## src/rtl/wb_pkg.sv

```systemverilog
// wb_pkg: shared types and helpers for the write-back queue.
// Entry widths are fixed here; wb_queue checks that its DATA_W/ADDR_W agree.
package wb_pkg;

    localparam int unsigned WB_DATA_W = 32;
    localparam int unsigned WB_ADDR_W = 5;
    localparam int unsigned WB_DEPTH  = 4;

    typedef struct packed {
        logic [WB_ADDR_W-1:0] addr;
        logic [WB_DATA_W-1:0] data;
    } wb_entry_t;

    // Register 0 is never written, so it never counts as a match.
    function automatic logic entry_match(input wb_entry_t entry,
                                         input logic [WB_ADDR_W-1:0] addr);
        return (addr != '0) && (entry.addr == addr);
    endfunction

endpackage

```

## src/rtl/wb_fifo.sv

```systemverilog
// wb_fifo: dual-push, single-pop circular buffer. Push 0 lands ahead of push 1.
// All slots, their valid mask and the read pointer are exposed for bypass search.
// The caller guarantees pushes never exceed free space.
module wb_fifo
    import wb_pkg::*;
#(
    parameter int unsigned DEPTH = WB_DEPTH
) (
    input  logic                     clk,
    input  logic                     rst,
    input  logic                     push0_i,
    input  wb_entry_t                push0_entry_i,
    input  logic                     push1_i,
    input  wb_entry_t                push1_entry_i,
    input  logic                     pop_i,
    output wb_entry_t                head_o,
    output wb_entry_t                entries_o [DEPTH],
    output logic [DEPTH-1:0]         valid_o,
    output logic [$clog2(DEPTH)-1:0] rd_ptr_o,
    output logic [$clog2(DEPTH):0]   count_o
);

    localparam int unsigned PTR_W = $clog2(DEPTH);
    localparam int unsigned CNT_W = PTR_W + 1;

    wb_entry_t        mem_q [DEPTH];
    logic [DEPTH-1:0] valid_q, valid_d;
    logic [PTR_W-1:0] wr_ptr_q, wr_ptr_d;
    logic [PTR_W-1:0] rd_ptr_q, rd_ptr_d;
    logic [PTR_W-1:0] slot1;
    logic [CNT_W-1:0] count_q, count_d;

    // Next-state for pointers, occupancy and valid mask; pointers wrap modulo DEPTH.
    always_comb begin
        slot1    = wr_ptr_q + PTR_W'(push0_i);
        wr_ptr_d = wr_ptr_q + PTR_W'(push0_i) + PTR_W'(push1_i);
        rd_ptr_d = rd_ptr_q + PTR_W'(pop_i);
        count_d  = count_q + CNT_W'(push0_i) + CNT_W'(push1_i) - CNT_W'(pop_i);
        valid_d  = valid_q;
        if (pop_i) valid_d[rd_ptr_q] = 1'b0;
        if (push0_i) valid_d[wr_ptr_q] = 1'b1;
        if (push1_i) valid_d[slot1] = 1'b1;
    end

    // Control state with synchronous reset.
    always_ff @(posedge clk) begin
        if (rst) begin
            wr_ptr_q <= '0;
            rd_ptr_q <= '0;
            count_q  <= '0;
            valid_q  <= '0;
        end else begin
            wr_ptr_q <= wr_ptr_d;
            rd_ptr_q <= rd_ptr_d;
            count_q  <= count_d;
            valid_q  <= valid_d;
        end
    end

    // Entry storage; contents are qualified by valid_q so no reset is needed.
    always_ff @(posedge clk) begin
        if (!rst) begin
            if (push0_i) mem_q[wr_ptr_q] <= push0_entry_i;
            if (push1_i) mem_q[slot1] <= push1_entry_i;
        end
    end

    // Expose every slot for the bypass search.
    always_comb begin
        for (int unsigned k = 0; k < DEPTH; k++) begin
            entries_o[k] = mem_q[k];
        end
    end

    assign head_o   = mem_q[rd_ptr_q];
    assign valid_o  = valid_q;
    assign rd_ptr_o = rd_ptr_q;
    assign count_o  = count_q;

endmodule

```

## src/rtl/wb_queue.sv

```systemverilog
// wb_queue: write-back stage in front of the register file write port.
// Arbitrates memory-unit and ALU results into wb_fifo (memory first), retires
// one entry per cycle into a registered rf_* port.
// Optional feature macro: WB_QUEUE_BYPASS_EN enables the lk_* read-after-write
// bypass; when undefined lk_hit_n/lk_data_n are tied to zero.
module wb_queue
    import wb_pkg::*;
#(
    parameter int unsigned DATA_W = WB_DATA_W,
    parameter int unsigned ADDR_W = WB_ADDR_W,
    parameter int unsigned DEPTH  = WB_DEPTH
) (
    input  logic                   clk,
    input  logic                   rst,
    input  logic                   mem_valid,
    output logic                   mem_ready,
    input  logic [ADDR_W-1:0]      mem_addr,
    input  logic [DATA_W-1:0]      mem_data,
    input  logic                   alu_valid,
    output logic                   alu_ready,
    input  logic [ADDR_W-1:0]      alu_addr,
    input  logic [DATA_W-1:0]      alu_data,
    output logic                   rf_we,
    output logic [ADDR_W-1:0]      rf_waddr,
    output logic [DATA_W-1:0]      rf_wdata,
    input  logic [ADDR_W-1:0]      lk_addr_1,
    input  logic [ADDR_W-1:0]      lk_addr_2,
    output logic                   lk_hit_1,
    output logic [DATA_W-1:0]      lk_data_1,
    output logic                   lk_hit_2,
    output logic [DATA_W-1:0]      lk_data_2,
    output logic [$clog2(DEPTH):0] count
);

    localparam int unsigned PTR_W = $clog2(DEPTH);
    localparam int unsigned CNT_W = PTR_W + 1;
    localparam logic [CNT_W-1:0] FULL_C     = CNT_W'(DEPTH);
    localparam logic [CNT_W-1:0] ONE_FREE_C = CNT_W'(DEPTH - 1);

    // Entries are wb_pkg structs, so port widths must agree with the package.
    if (DATA_W != WB_DATA_W || ADDR_W != WB_ADDR_W) begin : g_width_check
        $error("wb_queue: DATA_W/ADDR_W must equal wb_pkg WB_DATA_W/WB_ADDR_W");
    end

    wb_entry_t        mem_entry, alu_entry, head_w;
    wb_entry_t        entries_w [DEPTH];
    logic [DEPTH-1:0] valid_w;
    logic [PTR_W-1:0] rd_ptr_w;
    logic             mem_fire, alu_fire, push_mem, push_alu, pop;
    logic             rf_we_q, rf_we_d;
    logic [ADDR_W-1:0] rf_waddr_q, rf_waddr_d;
    logic [DATA_W-1:0] rf_wdata_q, rf_wdata_d;

    // Readiness from the current count only; the memory unit is served first.
    always_comb begin
        mem_ready = (count < FULL_C);
        alu_ready = (count < ONE_FREE_C) || ((count == ONE_FREE_C) && !mem_valid);
        mem_fire  = mem_valid && mem_ready;
        alu_fire  = alu_valid && alu_ready;
        push_mem  = mem_fire && (mem_addr != '0);
        push_alu  = alu_fire && (alu_addr != '0);
        pop       = (count != '0);
    end

    assign mem_entry = '{addr: mem_addr, data: mem_data};
    assign alu_entry = '{addr: alu_addr, data: alu_data};

    wb_fifo #(
        .DEPTH(DEPTH)
    ) u_fifo (
        .clk          (clk),
        .rst          (rst),
        .push0_i      (push_mem),
        .push0_entry_i(mem_entry),
        .push1_i      (push_alu),
        .push1_entry_i(alu_entry),
        .pop_i        (pop),
        .head_o       (head_w),
        .entries_o    (entries_w),
        .valid_o      (valid_w),
        .rd_ptr_o     (rd_ptr_w),
        .count_o      (count)
    );

    // Output register next state: pulse we for each pop, hold addr/data when idle.
    always_comb begin
        rf_we_d    = pop;
        rf_waddr_d = rf_waddr_q;
        rf_wdata_d = rf_wdata_q;
        if (pop) begin
            rf_waddr_d = head_w.addr;
            rf_wdata_d = head_w.data;
        end
    end

    // Output register toward the regfile write port.
    always_ff @(posedge clk) begin
        if (rst) begin
            rf_we_q    <= 1'b0;
            rf_waddr_q <= '0;
            rf_wdata_q <= '0;
        end else begin
            rf_we_q    <= rf_we_d;
            rf_waddr_q <= rf_waddr_d;
            rf_wdata_q <= rf_wdata_d;
        end
    end

    assign rf_we    = rf_we_q;
    assign rf_waddr = rf_waddr_q;
    assign rf_wdata = rf_wdata_q;

`ifdef WB_QUEUE_BYPASS_EN
    wb_entry_t        out_entry;
    logic [PTR_W-1:0] slot;

    assign out_entry = '{addr: rf_waddr_q, data: rf_wdata_q};

    // Bypass search: output register is oldest, then head up to newest entry;
    // later matches overwrite earlier ones so the youngest value wins.
    always_comb begin
        lk_hit_1  = 1'b0;
        lk_data_1 = '0;
        lk_hit_2  = 1'b0;
        lk_data_2 = '0;
        slot      = '0;
        if (rf_we_q && entry_match(out_entry, lk_addr_1)) begin
            lk_hit_1  = 1'b1;
            lk_data_1 = rf_wdata_q;
        end
        if (rf_we_q && entry_match(out_entry, lk_addr_2)) begin
            lk_hit_2  = 1'b1;
            lk_data_2 = rf_wdata_q;
        end
        for (int unsigned k = 0; k < DEPTH; k++) begin
            slot = rd_ptr_w + PTR_W'(k);
            if (valid_w[slot] && entry_match(entries_w[slot], lk_addr_1)) begin
                lk_hit_1  = 1'b1;
                lk_data_1 = entries_w[slot].data;
            end
            if (valid_w[slot] && entry_match(entries_w[slot], lk_addr_2)) begin
                lk_hit_2  = 1'b1;
                lk_data_2 = entries_w[slot].data;
            end
        end
    end
`else
    logic unused_bypass;

    assign lk_hit_1  = 1'b0;
    assign lk_data_1 = '0;
    assign lk_hit_2  = 1'b0;
    assign lk_data_2 = '0;

    // Bypass disabled: fold the otherwise unused lookup inputs and fifo taps.
    always_comb begin
        unused_bypass = ^{lk_addr_1, lk_addr_2, valid_w, rd_ptr_w};
        for (int unsigned k = 0; k < DEPTH; k++) begin
            unused_bypass = unused_bypass ^ (^entries_w[k]);
        end
    end
`endif

endmodule

```

## config.mk

```make
export PLATFORM = sky130hd
export DESIGN_NAME = wb_queue
export DESIGN_NICKNAME = d
export VERILOG_FILES = /design/src/rtl/wb_pkg.sv /design/src/rtl/wb_fifo.sv /design/src/rtl/wb_queue.sv
export SDC_FILE = /design/constraint.sdc
export NUM_CORES = 1
export LEC_CHECK = 0
export CORE_UTILIZATION = 25
export DETAILED_ROUTE_END_ITERATION = 6
export DONT_BUFFER_PORTS = 1
export PLACE_DENSITY_LB_ADDON = 0.12
export SLEW_MARGIN = 0
export SYNTH_ARGS = -nofsm -noshare
export SYNTH_HDL_FRONTEND = slang
export SYNTH_SLANG_ARGS = --single-unit
```

## constraint.sdc

```tcl
create_clock -name clk -period 5.8 [get_ports clk]
set_input_delay 1.45 -clock clk [delete_from_list [all_inputs] [get_ports clk]]
set_output_delay 1.45 -clock clk [all_outputs]
set_load 0.05 [all_outputs]
```

**Yosys cells after proc, flatten, opt, wreduce, memory -nomap -nowiden**

Memory sizes are Yosys's and may differ from the RTL's. A register that Yosys moved wholly into a read port is not among the register bits.
Cells that the tools add are included.

- Multipliers: 0
- Add/subtract/negate cells: 6
- Mux-type cells: 6
- Order comparisons: 2
- Shift-type cells: 0
- Eq/ne operators: 1
- Reduce and logical (&&, ||, !) cells: 10
- Bitwise gates (word level): 0
- Div/mod/pow operators: 0

Operators with widths:

| cell | count |
|---|---|
| $reduce_bool A5 Y1 | 2 |
| $add A2 B1 Y2 | 3 |
| $add A3 B1 Y3 | 2 |
| $mux W1 | 6 |
| $logic_and A1 B1 Y1 | 5 |
| $eq A3 B2 Y1 const B | 1 |
| $lt A3 B2 Y1 const B | 1 |
| $lt A3 B3 Y1 const B | 1 |
| $reduce_bool A3 Y1 | 1 |
| $sub A3 B1 Y3 | 1 |
| $logic_not A1 Y1 | 1 |
| $logic_or A1 B1 Y1 | 1 |

- Memories: 1
- Bits of input ports: 88
- Bits in latches: 0
- Flip-flop bits (word level): 8
- Output and inout bits: 109
- ROM bits: 0
- Logic and storage cells: 30
- RAM bits: 148

Memories:

| memory | words | width | rd ports | clocked after Yosys merged registers in | write ports | line | RTL |
|---|---|---|---|---|---|---|---|
| u_fifo.mem_q | 4 | 37 | 1 | 1 | 2 | wb_fifo.sv:26 | `wb_entry_t mem_q [DEPTH];` |

**Longest topological paths before layout**

- Word-level depth: 8
- Mapped depth: 12
- Depth with buffers taken out: 12

**Hierarchy**

From an unflattened synthesis, not the netlist that was laid out.

- Cell total of the unflattened synthesis: 674
- Area, all modules: 10047.1 µm²

By module, submodules not included:

| module | area an instance (µm²) | cells an instance | instances |
|---|---|---|---|
| wb_fifo | 7772.5 | 422 | 1 |
| wb_queue | 2274.7 | 252 | 1 |

**Worst setup path before layout**

OpenSTA, ideal clock, no wires.

- Path kind: in2reg
- From: input port mem_addr[1]
- To: memory u_fifo.mem_q[0][0] (netlist bit), enable pin
- Stages on the path: 9
- Setup slack: 0.934 ns
- Data arrival time: 4.473 ns
- Required time: 5.407 ns
- Buffers on the path: 2
- Cell sequence: or4_1 > o211ai_1 > inv_1 > ha_1 > or3b_1 > nor4_1 > buf_4 > buf_6 > a21o_1

RTL lines:

| what | line | RTL |
|---|---|---|
| start: declaration | wb_queue.sv:17 | `input logic [ADDR_W-1:0] mem_addr,` |
| end: declaration | wb_fifo.sv:26 |  |

==> results.sh <==
export IMPL_initial_core_util_pct=25.5
export IMPL_cts_tree="built"
export IMPL_synthDistinctLibCells=33
export IMPL_crit_required_ns=5.93
export IMPL_worstMarginPinSlew_ns=0.931
export IMPL_final_tns_setup_ns=0
export IMPL_power_density_cell_area_mw_per_mm2=489
export IMPL_status="complete, no violations"
export IMPL_post_synth_most_frequent_cells="sky130_fd_sc_hd__edfxtp_1 (148), sky130_fd_sc_hd__nand2_1 (76), sky130_fd_sc_hd__mux2_2 (72)"
export IMPL_finalSetupViolCount=0
export IMPL_number_of_storage_elements_in_the_synthesis_netlist=193
export IMPL_yosys_warnings=0
export IMPL_vias_per_cell=4.30
export IMPL_synth_area_per_cell_sq_um=14.9
export IMPL_drive_gt1_share_pct=34.4
export IMPL_drtAntennaViolNets=0
export IMPL_critical_path_startpoint_type="input port"
export IMPL_worstSetupPathType="in2reg"
export IMPL_fp_dieW_um=198
export IMPL_first_global_vias=5573
export IMPL_hpwlAfterDp_um=15200
export IMPL_cp_slowest_cell="sky130_fd_sc_hd__or4_1"
export IMPL_holdPathStages=2
export IMPL_globalRouteOverflowTotal=0
export IMPL_wl_met2_um=13800
export IMPL_max_cap_viol_count=0
export IMPL_area_of_the_die_sq_mm=0.0393
export IMPL_drt_pre_antenna_iters=4
export IMPL_crit_path_end_kind="register"
export IMPL_synth_top_flop_cell="sky130_fd_sc_hd__edfxtp_1"
export IMPL_drtIter0Drc=233
export IMPL_synth_cells=645
export IMPL_seq_area_sq_mm=0.00535
export IMPL_remaining_drc_errors=0
export IMPL_dr_wl_met3_um=1210
export IMPL_cts_sinks=193
export IMPL_finalInstanceArea_sq_mm=0.0106
export IMPL_cts_htree_levels=4
export IMPL_synth_sequential_area_ratio_pct=55.6
export IMPL_critical_path_max_fanout=23
export IMPL_min_to="rf_wdata[20]"
export IMPL_rsz0062_at_grt="false"
export IMPL_met1Wirelength_um=10500
export IMPL_yosys_cell_count_top_type="sky130_fd_sc_hd__edfxtp_1"
export IMPL_worstPathCellList="or4_1 > o211ai_1 > inv_1 > ha_1 > or3b_1 > nor4_2 > a21o_2 > buf_12"
export IMPL_r2r_setup_slk_ns=2.03
export IMPL_multiInputGateArea_sq_mm=0.00379
export IMPL_numCtsBuffers=17
export IMPL_synthArstFlopShare_pct=0
export IMPL_synth_edf_count=148
export IMPL_antenna_violations_before_repair=0
export IMPL_critical_path_reg2reg_startpoint="u_fifo.count_o[2]"
export IMPL_vias=5008
export IMPL_pin_count_of_the_biggest_net_entering_global_routing=50
export IMPL_final_util_pct=28.1
export IMPL_hp_class="reg2reg"
export IMPL_postCtsResizedCells=0
export IMPL_worst_skew_pair_late_latency_ns=0.44
export IMPL_gp_congestion=0.708
export IMPL_rr_worst_depth=8
export IMPL_highest_layer="met4"
export IMPL_areaGrowthSynthToFinish_pct=10.3
export IMPL_first_pass_grt_wire_length_um=37800
export IMPL_finish_net_count=737
export IMPL_placedInstanceArea_sq_mm=0.0100
export IMPL_synth_area_sq_mm=0.00962
export IMPL_timing_max_slew_rel_slack_pct=38.0
export IMPL_yosysTopAreaCell="sky130_fd_sc_hd__edfxtp_1"
export IMPL_worst_path_largest_cell_delay_ns=0.62
export IMPL_total_of_hold_buffers_inserted_after_clock_tree_synthesis=0
export IMPL_report_final_slew_viol_count=0
export IMPL_globalRouteTotalUtil_pct=13.7
export IMPL_report_final_hold_viol_count=0
export IMPL_num_fill_cells=3800
export IMPL_postCtsSetupBuffers=0
export IMPL_leakage_power_nw=3.60
export IMPL_synth_top_cell_area_share_pct=46.2
export IMPL_critPathArrivalTime_ns=4.50
export IMPL_die_h_um=198
export IMPL_max_vdd_ir_drop_mv=0.199
export IMPL_design_core_area_sq_mm=0.0378
export IMPL_wirelength_per_cell_um=22.2
export IMPL_clock_tree_buffer_depth=2
export IMPL_skew_ns=0.0104
export IMPL_clkSlewWorstSetupHoldPaths_ns=0.07
export IMPL_rows=71
export IMPL_timing_rr_end="u_fifo.mem_q[0][21]"
export IMPL_worst_hold_startpoint="rf_wdata[20]"
export IMPL_cts_root_buf="sky130_fd_sc_hd__clkbuf_16"
export IMPL_period_needed_ns=4.37
export IMPL_synth_top_cells_by_area="sky130_fd_sc_hd__edfxtp_1 (46%), sky130_fd_sc_hd__dfxtp_1 (9.4%), sky130_fd_sc_hd__mux2_4 (8.9%)"
export IMPL_wl_um=25900
export IMPL_diodes=0
export IMPL_placement_io_buffers=0
export IMPL_fin_crit_sh_pct=75.4
export IMPL_max_freq_ghz=0.229
export IMPL_io_pin_count=197
power by group:
part / leakage (nW) / switching [mW] / internal, mW
Clock: 0.289 / 0.543 / 0.676
Combinational: 1.59 / 0.825 / 0.611
Sequential: 1.72 / 0.686 / 1.85
cells by family after synthesis:
| kind of cell | share of synthesized area, % |
|---|---|
| AND/OR/NAND/NOR | 4.41 |
| buffers and inverters | 7.87 |
| adder cells (fa/ha/maj) | 1.07 |
| flip-flops | 55.6 |
| AO/OA/AOI/OAI | 2.39 |
| multiplexers | 28.2 |
| XOR/XNOR | 0.455 |
| other | 0.0390 |
area by class of cell:
type	instances	share of cell area, %
Multi-Input combinational cell	405	35.8
Tap cell	511	6.03
Timing Repair Buffer	16	1.84
Clock inverter	10	1.17
Sequential cell	193	50.4
Inverter	9	0.318
Clock buffer	22	4.47
stage by stage:
stage                     power, mW  instances  hold WS, ns  worst slack, ns
after floorplan                3.59        710        0.554            0.934
after global placement         4.05       1134        0.691            0.934
after detailed placement       4.07       1134        0.691            0.891
after CTS                      5.30       1166        0.701             1.37
after global routing           5.48       1166        0.723             1.20
final                          5.19       1166        0.701             1.43
state kept, by name, summed over array words and instances, names as in the netlist:
signal and cells:
rf_waddr 5, rf_wdata 32, rf_we 1, u_fifo.count_o 3
u_fifo.mem_q 148, u_fifo.rd_ptr_o 2, u_fifo.wr_ptr_q 2
routing by layer:
metal | vias up | GRT usage [%]
met5 | - | 0
met4 | 0 | 4.74
met3 | 19 | 3.59
met2 | 122 | 25.0
met1 | 2604 | 15.3
li1 | 2263 | -
how the worst max path moves through the flow:
stage / startpoint / to / slack [ns] / cells past startpoint
2_1_floorplan: mem_addr[1] / u_fifo.mem_q[0][0] / 0.93 / 9
3_5_place_dp: mem_addr[1] / u_fifo.mem_q[0][20] / 0.89 / 8
4_1_cts: mem_addr[1] / u_fifo.mem_q[1][16] / 1.37 / 9
3_3_place_gp: mem_addr[1] / u_fifo.mem_q[1][13] / 0.93 / 9
6_report: mem_addr[1] / u_fifo.mem_q[0][21] / 1.43 / 8
5_1_grt: mem_addr[1] / u_fifo.mem_q[0][33] / 1.20 / 8
worst max-delay path: cells and delay by family:
kind | cells | cell delay [ns]
simple gates | 3 | 1.38
compound gates | 2 | 0.92
buf+inv | 2 | 0.39
fa+ha+maj | 1 | 0.34
cell usage in the layout (no fill, tap or decap), types with 2 or more instances in the layout:
master / synthesis / final
sky130_fd_sc_hd__bufinv_16: 0 / 2
sky130_fd_sc_hd__mux2_4: 57 / 57
sky130_fd_sc_hd__clkinv_4: 0 / 3
sky130_fd_sc_hd__inv_6: 0 / 3
sky130_fd_sc_hd__mux2_2: 72 / 72
sky130_fd_sc_hd__dfxtp_1: 45 / 43
sky130_fd_sc_hd__xnor2_1: 4 / 4
sky130_fd_sc_hd__ha_1: 5 / 5
sky130_fd_sc_hd__buf_4: 69 / 10
sky130_fd_sc_hd__nor2b_1: 4 / 4
sky130_fd_sc_hd__nor2_1: 7 / 7
sky130_fd_sc_hd__fa_1: 2 / 2
sky130_fd_sc_hd__clkbuf_16: 0 / 17
sky130_fd_sc_hd__mux2_1: 19 / 19
sky130_fd_sc_hd__mux4_2: 37 / 37
sky130_fd_sc_hd__a21o_2: 0 / 2
sky130_fd_sc_hd__conb_1: 1 / 66
sky130_fd_sc_hd__nor4_2: 0 / 4
sky130_fd_sc_hd__a31o_2: 2 / 2
sky130_fd_sc_hd__inv_1: 9 / 8
sky130_fd_sc_hd__clkbuf_8: 0 / 3
sky130_fd_sc_hd__nand2_1: 76 / 76
sky130_fd_sc_hd__clkbuf_1: 14 / 2
sky130_fd_sc_hd__edfxtp_1: 148 / 148
sky130_fd_sc_hd__buf_12: 0 / 6
sky130_fd_sc_hd__a21oi_1: 37 / 37
No activity file was read; power rests on OpenSTA's default activity.
